## src/rtl/mips_pkg.sv

```systemverilog
// mips_pkg: shared encodings for the multi-cycle MIPS control path.
//   statetype_t    : main FSM state encodings, FETCH = 0
//   OP_*           : opcode field values (instr[31:26])
//   ALUOP_*        : aluop values consumed by the ALU decoder
//   ALUSRCB_*      : ALU B operand select values
//   PCSRC_*        : PC source select values
//   op_supported() : 1 when the opcode has a defined instruction sequence
// Configuration macro: MAINFSM_JUMP_EN (when defined, OP_J is a supported opcode).
package mips_pkg;

  typedef enum logic [3:0] {
    FETCH   = 4'd0,
    DECODE  = 4'd1,
    MEMADR  = 4'd2,
    MEMRD   = 4'd3,
    MEMWB   = 4'd4,
    MEMWR   = 4'd5,
    RTYPEEX = 4'd6,
    RTYPEWB = 4'd7,
    BEQEX   = 4'd8,
    ADDIEX  = 4'd9,
    ADDIWB  = 4'd10,
    JEX     = 4'd11
  } statetype_t;

  localparam logic [5:0] OP_RTYPE = 6'b000000;
  localparam logic [5:0] OP_LW    = 6'b100011;
  localparam logic [5:0] OP_SW    = 6'b101011;
  localparam logic [5:0] OP_BEQ   = 6'b000100;
  localparam logic [5:0] OP_ADDI  = 6'b001000;
  localparam logic [5:0] OP_J     = 6'b000010;

  localparam logic [1:0] ALUOP_ADD   = 2'b00;
  localparam logic [1:0] ALUOP_SUB   = 2'b01;
  localparam logic [1:0] ALUOP_FUNCT = 2'b10;

  localparam logic [1:0] ALUSRCB_REG   = 2'b00;
  localparam logic [1:0] ALUSRCB_FOUR  = 2'b01;
  localparam logic [1:0] ALUSRCB_IMM   = 2'b10;
  localparam logic [1:0] ALUSRCB_IMMSH = 2'b11;

  localparam logic [1:0] PCSRC_ALU    = 2'b00;
  localparam logic [1:0] PCSRC_ALUOUT = 2'b01;
  localparam logic [1:0] PCSRC_JUMP   = 2'b10;

  // Jump support is a build option, so whether OP_J counts as legal follows it.
  function automatic logic op_supported(input logic [5:0] op);
    case (op)
      OP_LW, OP_SW, OP_RTYPE, OP_BEQ, OP_ADDI: op_supported = 1'b1;
`ifdef MAINFSM_JUMP_EN
      OP_J:                                    op_supported = 1'b1;
`endif
      default:                                 op_supported = 1'b0;
    endcase
  endfunction

endpackage

```

## src/rtl/mainfsm_if.sv

```systemverilog
// mainfsm_if: control bundle between the main FSM and the datapath.
//   op          : opcode from the instruction register (datapath -> FSM)
//   irwrite, pcwrite, branch, memwrite, regwrite : write enables
//   iord, memtoreg, regdst, alusrca              : mux selects
//   alusrcb, pcsrc, aluop                        : 2-bit selects
//   illegal_op  : one-cycle pulse after an unsupported opcode
//   state       : current FSM state, for debug
// Modports: master = FSM side, slave = datapath side.
interface mainfsm_if;
  logic [5:0] op;
  logic       irwrite;
  logic       pcwrite;
  logic       branch;
  logic       memwrite;
  logic       regwrite;
  logic       iord;
  logic       memtoreg;
  logic       regdst;
  logic       alusrca;
  logic [1:0] alusrcb;
  logic [1:0] pcsrc;
  logic [1:0] aluop;
  logic       illegal_op;
  logic [3:0] state;

  modport master (
    input  op,
    output irwrite, pcwrite, branch, memwrite, regwrite,
    output iord, memtoreg, regdst, alusrca,
    output alusrcb, pcsrc, aluop, illegal_op, state
  );

  modport slave (
    output op,
    input  irwrite, pcwrite, branch, memwrite, regwrite,
    input  iord, memtoreg, regdst, alusrca,
    input  alusrcb, pcsrc, aluop, illegal_op, state
  );
endinterface

```

## src/rtl/mainfsm_outdec.sv

```systemverilog
// mainfsm_outdec: Moore output decode, state -> datapath control word.
//   state_i   : current FSM state
//   *_o       : write enables, mux selects, alusrcb/pcsrc/aluop
// Every signal not named for a state is 0 in that state.
// Configuration macro: MAINFSM_JUMP_EN (JEX decode is only built when defined,
// so pcsrc can only be PCSRC_JUMP in jump-enabled builds).
module mainfsm_outdec
  import mips_pkg::*;
(
  input  statetype_t state_i,
  output logic       irwrite_o,
  output logic       pcwrite_o,
  output logic       branch_o,
  output logic       memwrite_o,
  output logic       regwrite_o,
  output logic       iord_o,
  output logic       memtoreg_o,
  output logic       regdst_o,
  output logic       alusrca_o,
  output logic [1:0] alusrcb_o,
  output logic [1:0] pcsrc_o,
  output logic [1:0] aluop_o
);

  always_comb begin
    irwrite_o  = 1'b0;
    pcwrite_o  = 1'b0;
    branch_o   = 1'b0;
    memwrite_o = 1'b0;
    regwrite_o = 1'b0;
    iord_o     = 1'b0;
    memtoreg_o = 1'b0;
    regdst_o   = 1'b0;
    alusrca_o  = 1'b0;
    alusrcb_o  = ALUSRCB_REG;
    pcsrc_o    = PCSRC_ALU;
    aluop_o    = ALUOP_ADD;
    case (state_i)
      FETCH: begin
        irwrite_o = 1'b1;
        pcwrite_o = 1'b1;
        alusrcb_o = ALUSRCB_FOUR;
      end
      // Precompute the branch target while the opcode is being decoded.
      DECODE:  alusrcb_o = ALUSRCB_IMMSH;
      MEMADR: begin
        alusrca_o = 1'b1;
        alusrcb_o = ALUSRCB_IMM;
      end
      MEMRD:   iord_o = 1'b1;
      MEMWB: begin
        memtoreg_o = 1'b1;
        regwrite_o = 1'b1;
      end
      MEMWR: begin
        iord_o     = 1'b1;
        memwrite_o = 1'b1;
      end
      RTYPEEX: begin
        alusrca_o = 1'b1;
        aluop_o   = ALUOP_FUNCT;
      end
      RTYPEWB: begin
        regdst_o   = 1'b1;
        regwrite_o = 1'b1;
      end
      BEQEX: begin
        alusrca_o = 1'b1;
        aluop_o   = ALUOP_SUB;
        pcsrc_o   = PCSRC_ALUOUT;
        branch_o  = 1'b1;
      end
      ADDIEX: begin
        alusrca_o = 1'b1;
        alusrcb_o = ALUSRCB_IMM;
      end
      ADDIWB:  regwrite_o = 1'b1;
`ifdef MAINFSM_JUMP_EN
      JEX: begin
        pcwrite_o = 1'b1;
        pcsrc_o   = PCSRC_JUMP;
      end
`endif
      default: ;
    endcase
  end

endmodule

```

## src/rtl/mainfsm.sv

```systemverilog
// mainfsm: main control FSM of the multi-cycle MIPS core.
//   clk   : core clock, rising edge
//   rst_n : asynchronous active-low reset (forces FETCH, clears illegal_op)
//   ctrl  : mainfsm_if.master -- op in; enables, selects, aluop,
//           illegal_op and state out
// Holds the state register, next-state logic and the illegal_op register;
// the control word is decoded from state by mainfsm_outdec.
// Configuration macro: MAINFSM_JUMP_EN (when undefined, OP_J is illegal and
// JEX is never entered).
module mainfsm
  import mips_pkg::*;
(
  input  logic       clk,
  input  logic       rst_n,
  mainfsm_if.master  ctrl
);

  statetype_t state_q, state_d;
  logic       illegal_q, illegal_d;

  // op only matters in DECODE and MEMADR; every other state is unconditional.
  always_comb begin
    state_d = state_q;
    case (state_q)
      FETCH: state_d = DECODE;
      DECODE: begin
        case (ctrl.op)
          OP_LW, OP_SW: state_d = MEMADR;
          OP_RTYPE:     state_d = RTYPEEX;
          OP_BEQ:       state_d = BEQEX;
          OP_ADDI:      state_d = ADDIEX;
`ifdef MAINFSM_JUMP_EN
          OP_J:         state_d = JEX;
`endif
          default:      state_d = FETCH;
        endcase
      end
      MEMADR:  state_d = (ctrl.op == OP_SW) ? MEMWR : MEMRD;
      MEMRD:   state_d = MEMWB;
      RTYPEEX: state_d = RTYPEWB;
      ADDIEX:  state_d = ADDIWB;
      default: state_d = FETCH;
    endcase
  end

  // Registered so the pulse lines up with the FETCH cycle that follows DECODE.
  assign illegal_d = (state_q == DECODE) && !op_supported(ctrl.op);

  always_ff @(posedge clk or negedge rst_n) begin
    if (!rst_n) begin
      state_q   <= FETCH;
      illegal_q <= 1'b0;
    end else begin
      state_q   <= state_d;
      illegal_q <= illegal_d;
    end
  end

  assign ctrl.state      = state_q;
  assign ctrl.illegal_op = illegal_q;

  mainfsm_outdec u_outdec (
    .state_i    (state_q),
    .irwrite_o  (ctrl.irwrite),
    .pcwrite_o  (ctrl.pcwrite),
    .branch_o   (ctrl.branch),
    .memwrite_o (ctrl.memwrite),
    .regwrite_o (ctrl.regwrite),
    .iord_o     (ctrl.iord),
    .memtoreg_o (ctrl.memtoreg),
    .regdst_o   (ctrl.regdst),
    .alusrca_o  (ctrl.alusrca),
    .alusrcb_o  (ctrl.alusrcb),
    .pcsrc_o    (ctrl.pcsrc),
    .aluop_o    (ctrl.aluop)
  );

endmodule

```

## src/flat_wrapper.sv

```systemverilog
// flat-port wrapper written by rule: the top's interface ports become plain ports
module mainfsm_flat import mips_pkg::*;
  (clk, rst_n, ctrl_op, ctrl_irwrite, ctrl_pcwrite, ctrl_branch, ctrl_memwrite, ctrl_regwrite, ctrl_iord, ctrl_memtoreg, ctrl_regdst, ctrl_alusrca, ctrl_alusrcb, ctrl_pcsrc, ctrl_aluop, ctrl_illegal_op, ctrl_state);
  mainfsm_if ctrl_i ();
  input  logic clk;
  input  logic rst_n;
  input wire logic [$bits(ctrl_i.op)-1:0] ctrl_op;
  output wire logic [$bits(ctrl_i.irwrite)-1:0] ctrl_irwrite;
  output wire logic [$bits(ctrl_i.pcwrite)-1:0] ctrl_pcwrite;
  output wire logic [$bits(ctrl_i.branch)-1:0] ctrl_branch;
  output wire logic [$bits(ctrl_i.memwrite)-1:0] ctrl_memwrite;
  output wire logic [$bits(ctrl_i.regwrite)-1:0] ctrl_regwrite;
  output wire logic [$bits(ctrl_i.iord)-1:0] ctrl_iord;
  output wire logic [$bits(ctrl_i.memtoreg)-1:0] ctrl_memtoreg;
  output wire logic [$bits(ctrl_i.regdst)-1:0] ctrl_regdst;
  output wire logic [$bits(ctrl_i.alusrca)-1:0] ctrl_alusrca;
  output wire logic [$bits(ctrl_i.alusrcb)-1:0] ctrl_alusrcb;
  output wire logic [$bits(ctrl_i.pcsrc)-1:0] ctrl_pcsrc;
  output wire logic [$bits(ctrl_i.aluop)-1:0] ctrl_aluop;
  output wire logic [$bits(ctrl_i.illegal_op)-1:0] ctrl_illegal_op;
  output wire logic [$bits(ctrl_i.state)-1:0] ctrl_state;
  assign ctrl_i.op = ctrl_op;
  assign ctrl_irwrite = ctrl_i.irwrite;
  assign ctrl_pcwrite = ctrl_i.pcwrite;
  assign ctrl_branch = ctrl_i.branch;
  assign ctrl_memwrite = ctrl_i.memwrite;
  assign ctrl_regwrite = ctrl_i.regwrite;
  assign ctrl_iord = ctrl_i.iord;
  assign ctrl_memtoreg = ctrl_i.memtoreg;
  assign ctrl_regdst = ctrl_i.regdst;
  assign ctrl_alusrca = ctrl_i.alusrca;
  assign ctrl_alusrcb = ctrl_i.alusrcb;
  assign ctrl_pcsrc = ctrl_i.pcsrc;
  assign ctrl_aluop = ctrl_i.aluop;
  assign ctrl_illegal_op = ctrl_i.illegal_op;
  assign ctrl_state = ctrl_i.state;
  mainfsm u_core (.clk(clk), .rst_n(rst_n), .ctrl(ctrl_i));
endmodule
```

## config.mk

```make
export PLATFORM = sky130hd
export DESIGN_NAME = mainfsm_flat
export DESIGN_NICKNAME = d
export VERILOG_FILES = /design/src/rtl/mips_pkg.sv /design/src/rtl/mainfsm_if.sv /design/src/rtl/mainfsm_outdec.sv /design/src/rtl/mainfsm.sv /design/src/flat_wrapper.sv
export SDC_FILE = /design/constraint.sdc
export NUM_CORES = 1
export LEC_CHECK = 0
export ABC_AREA = 1
export BUFFER_PORTS_ARGS = -buffer_cell sky130_fd_sc_hd__buf_2
export CORE_AREA = 2 2 39 41
export CTS_CLUSTER_SIZE = 24
export DETAILED_ROUTE_END_ITERATION = 6
export DIE_AREA = 0 0 41 43
export PLACE_DENSITY = 0.72
export SLEW_MARGIN = 20
export SYNTH_ARGS = -nofsm -noshare
export SYNTH_HDL_FRONTEND = slang
export SYNTH_HIERARCHICAL = 1
export SYNTH_SLANG_ARGS = --single-unit
```

## constraint.sdc

```tcl
create_clock -name clk -period 1.5 [get_ports clk]
set_input_delay 0.15 -clock clk [delete_from_list [all_inputs] [get_ports clk]]
set_output_delay 0.15 -clock clk [all_outputs]
set_load 0.01 [all_outputs]
```

* After elaboration in Yosys (flattened, before gate mapping)
Cells that the tools add are included.
Storage, ports and cells: latch bits 0, flip-flop bits (word level) 5, memories 0, input port bits 8, ROM bits 0, bits in writable memories 0
Operators by class: reduce and logical (&&, ||, !) cells 10, muxes and demuxes 15, $add $sub $neg 0, $lt $le $gt $ge 0, bitwise gates (word level) 0, eq/ne operators 14, shift operators 0, divide/modulo/power cells 0, $mul 0
Operator list (number):
- 4-bit case mux with 6 select lines | 1
- 4-bit by 3-bit == test with 1-bit output, second input constant | 4
- 4-bit case mux with 4 select lines | 1
- 4-bit == test, second input constant | 3
- 6-bit == test, second input constant | 2
- 1-bit 2-to-1 mux | 10
- 4-bit by 2-bit == test with 1-bit output, second input constant | 2
- 6-bit by 3-bit == test with 1-bit output, second input constant | 1
- 6-bit by 4-bit == test with 1-bit output, second input constant | 1
- 6-bit logical NOT | 1
- 2-bit case mux with 3 select lines | 1
- 2-bit OR reduction | 3
- 5-bit OR reduction | 1
- 4-bit by 1-bit == test with 1-bit output, second input constant | 1
- 4-bit logical NOT | 1
- 2-bit case mux with 2 select lines | 1
- 4-bit OR reduction | 1
- 3-bit 2-to-1 mux | 1
- 3-bit OR reduction | 1
- 1-bit logical AND | 1
- 1-bit logical NOT | 1

* Logic depth before layout (Yosys ltp)
depth after elaboration 5, gate-level depth with buffers 7, mapped depth without buffers 7

* Hierarchy
The synthesis kept the hierarchy.
Modules (own cells, without submodules):
- mainfsm | area an instance 367.9 µm², instances 1, cells an instance 59
- mainfsm_outdec | area an instance 165.2 µm², instances 1, cells an instance 36

* Worst setup path before layout
OpenSTA, ideal clock, no wires.
path kind flip-flop to output port, from register u_core.state_q[1] (netlist: u_core/ctrl.state[1]), to output port ctrl_aluop[0], stages on the path, launching flop included 5, path slack 0.249 ns, buffers on the path 1, arrival time 1.101 ns, required time 1.350 ns, path through dfrtp_1 inv_2 nand2_1 nor2_1 buf_4
Between the ends: word-level cells in the longest chain between the ends 2, elaborated cells on any way between the ends 3
RTL lines:
- start, declared | line mainfsm.sv:18 | statetype_t state_q, state_d;
- start signal, assigned | line mainfsm.sv:54 | state_q <= state_d;
- 4-bit == test / 4-bit by 3-bit == test with 1-bit output (equally long branches) | line mainfsm_outdec.sv:38 | case (state_i)
- 2-bit case mux with 2 select lines (*) | line mainfsm_outdec.sv:38
- end, declared | line flat_wrapper.sv:19 | output wire logic [$bits(ctrl_i.aluop)-1:0] ctrl_aluop;
Every way passes the cells marked *; elsewhere a longest branch is shown, timed or not.

* Worst setup path after layout
from register u_core.state_q[2] (netlist: u_core/ctrl.state[2]), to output port ctrl_pcsrc[0]
Between the ends: word-level cells in the longest chain between the ends 2
RTL lines:
- 4-bit == test | line mainfsm_outdec.sv:38
- 1-bit 2-to-1 mux | line mainfsm_outdec.sv:38
- end, declared | line flat_wrapper.sv:18 | output wire logic [$bits(ctrl_i.pcsrc)-1:0] ctrl_pcsrc;
No other way between the ends.

==> flow_summary.json <==
{
  "grt_pass1_vias": 505,
  "yosysUniqueCellTypes": 17,
  "synth.area.top_cells": "dfrtp_1 23%, nand2_1 20%, nor2_1 11%, inv_1 7.0%, inv_2 6.3%",
  "synth_nets": 103,
  "vias": 601,
  "insertion_delay_ps": 250,
  "hp-start": "ctrl_op[1]",
  "worstHoldPathType": "in -> reg",
  "busiest_layer": "met2",
  "timing.rr.start": "u_core/ctrl.state[1]$_DFF_PN0_",
  "track_usage": 0.161,
  "hpwl_um": 971,
  "p_int_uw": 490,
  "crit_path_top_delay_cell": "dfrtp_1",
  "met2_usage": 0.284,
  "synthCells": 95,
  "status": "finished clean",
  "grt_use_met3": 0.0314,
  "yosys_warnings": 6,
  "drt_iter0_markers": 8,
  "skew_ps": 4.84,
  "synthTopCellsByCount": "28 x nand2_1, 15 x nor2_1, 10 x inv_1, 9 x inv_2, 6 x nand3_1",
  "nets": 131,
  "path_clk_slew_ps": 50,
  "p_clk_frac": 0.168,
  "swShare": 0.486,
  "reg2reg_to": "u_core/ctrl.state[1]$_DFF_PN0_",
  "synth_edf_count": 0,
  "hold_path_depth": 4,
  "rsz0062_at_grt": "true",
  "avgViaCountPerCell": 4.36,
  "reg2reg_depth": 6,
  "p_total_uw": 953,
  "synth.most_common_cell": "nand2_1",
  "drive_gt1_frac": 0.410,
  "wl_um": 1200,
  "wl_per_cell_um": 8.70,
  "final-setup-viol-count": 0,
  "worstPathArrival_ps": 1220,
  "cts_buffer_depth": 2,
  "gp_congestion": 0.730,
  "ir_worst_vdd_mv": 0.423,
  "critPathTopFamily": "flip-flops",
  "max_freq_ghz": 0.731,
  "syn2layout_area_growth_pct": 29.6,
  "use_met1": 0.156,
  "die_x_um": 41,
  "synth.ff_latch_count": 5,
  "grt_first_pass_wirelength_um": 1890,
  "die_area_um2": 1760,
  "synth-seq-area-share": 0.235,
  "rows": 14,
  "antenna_found_initial": 0,
  "synthArstFlopShare": 1.00,
  "reg2reg_slack_ps": 360,
  "cap_viol_max_count": 0,
  "cts_buffers": 3,
  "cellLeakagePower_uw": 0.000464,
  "postCtsSetupBuffers": 0,
  "synth_top_area_cell": "dfrtp_1",
  "min_period_ps": 1370,
  "grt_overflow_total": 0,
  "hold_viol": 0,
  "switchingPower_uw": 463,
  "h-tree-depth": 1,
  "start_util": 0.385,
  "post-route-period-util": 0.912,
  "boundaryPins": 28,
  "crit_type": "reg -> out",
  "p_seq_frac": 0.249,
  "yosys_most_used_dff": "dfrtp_1",
  "postRouteAntennaNets": 0,
  "crit_path_end_kind": "primary output",
  "powerDensity_nw_per_um2": 1380,
  "synthDominantCellAreaShare": 0.235,
  "drt-pass1-iter-count": 4,
  "worstPathMaxFanout": 5,
  "utilization": 0.499,
  "combPwrFrac": 0.583,
  "cts_tree": "done",
  "syn_area_um2": 533,
  "diodes": 0,
  "maxSlewViolCount": 0,
  "cts_root_buf": "clkbuf_4",
  "die_y_um": 43,
  "grt_max_degree": 10,
  "crit_path_start_kind": "flip-flop",
  "hold_end": "u_core/ctrl.state[3]$_DFF_PN0_",
  "core_um2": 1380,
  "io_buffers": 26,
  "avgSynthCellArea_um2": 5.61,
  "cts_num_sinks": 5,
  "crit_required_ps": 1350,
  "cp_num_buf_inv": 2,
  "crit_path_max_incr_delay_ps": 410,
  "path_cells": "inv_1 -> nand2_1 -> nor2_1 -> buf_2",
  "drc": 0,
  "crit_start": "u_core/ctrl.state[2]$_DFF_PN0_"
}
==> through the flow <==
stage	hold slack (ps)	setup TNS, ps	cells	worst slack, ps	cell area [um^2]
after floorplan	-146	0	95	249	533
after global placement	-35.3	0	133	354	653
after detailed placement	-36.8	0	133	331	653
after CTS	241	0	138	61.1	689
after global routing	288	-0.869	138	-0.869	691
final	242	0	138	132	691
==> flip-flops by register name (all words and copies together) (netlist names) <==
name,cells
u_core/ctrl.state,4
u_core/ctrl.illegal_op,1
==> power by group through the flow <==
| stage | registers [uW] | clock network (uW) | logic (uW) |
|---|---|---|---|
| after floorplan | 251 | 0 | 382 |
| after global placement | 237 | 0 | 551 |
| after detailed placement | 236 | 0 | 558 |
| after CTS | 235 | 162 | 561 |
| after global routing | 246 | 164 | 639 |
| final | 237 | 160 | 555 |
==> worst max path at each step <==
stage	depth (start not counted)	end	slack, ps
floorplan	4	ctrl_aluop[0]	250
global placement	6	ctrl_iord	350
detailed placement	6	ctrl_iord	330
CTS	6	ctrl_iord	60
global route	4	ctrl_regdst	-0.9
finish	4	ctrl_pcsrc[0]	130
==> layout by cell type (no fill, tap or decap), types with 2 or more instances in the layout <==
cell type  instances
inv_1             10
dfrtp_1            4
nor2_2             5
a21oi_1            2
nand2_2            4
nand3_1            6
nand2_1           28
buf_2             26
clkbuf_4           3
nor2_1            15
inv_2              9
==> what timing repair did <==
action,CTS,global route
gates resized for setup,0,1
hold endpoints to repair,5,0
setup endpoints to repair,0,6
hold buffers,1,0
==> cell type report <==
| cell class | instances | area, um^2 |
|---|---|---|
| fill | 149 | 693 |
| multi-input combinational | 67 | 307 |
| timing repair buffer | 27 | 140 |
| sequential | 5 | 126 |
| inverter | 19 | 71.3 |
| clock buffer | 4 | 26.3 |
| tap | 16 | 20.0 |
==> cell families (layout without fill, tap and decap cells) <==
family,after synthesis,count (layout),synth area share
simple gates,62,62,0.526
buf+inv,23,50,0.190
flops,5,5,0.235
compound gates,4,4,0.0423
other cells,1,1,0.00704
==> per-layer routing <==
metal / vias to the layer above / wire [um]
li1: 331 / -
met1: 244 / 493
met2: 24 / 598
met3: 2 / 84
met4: 0 / 24
met5: - / 0
==> tightest hold or removal path, stage by stage <==
cell and delay, ps:
buf_2 90, nor2_2 50, nand3_1 90, o21ai_1 60
No activity file was read; power rests on OpenSTA's default activity.
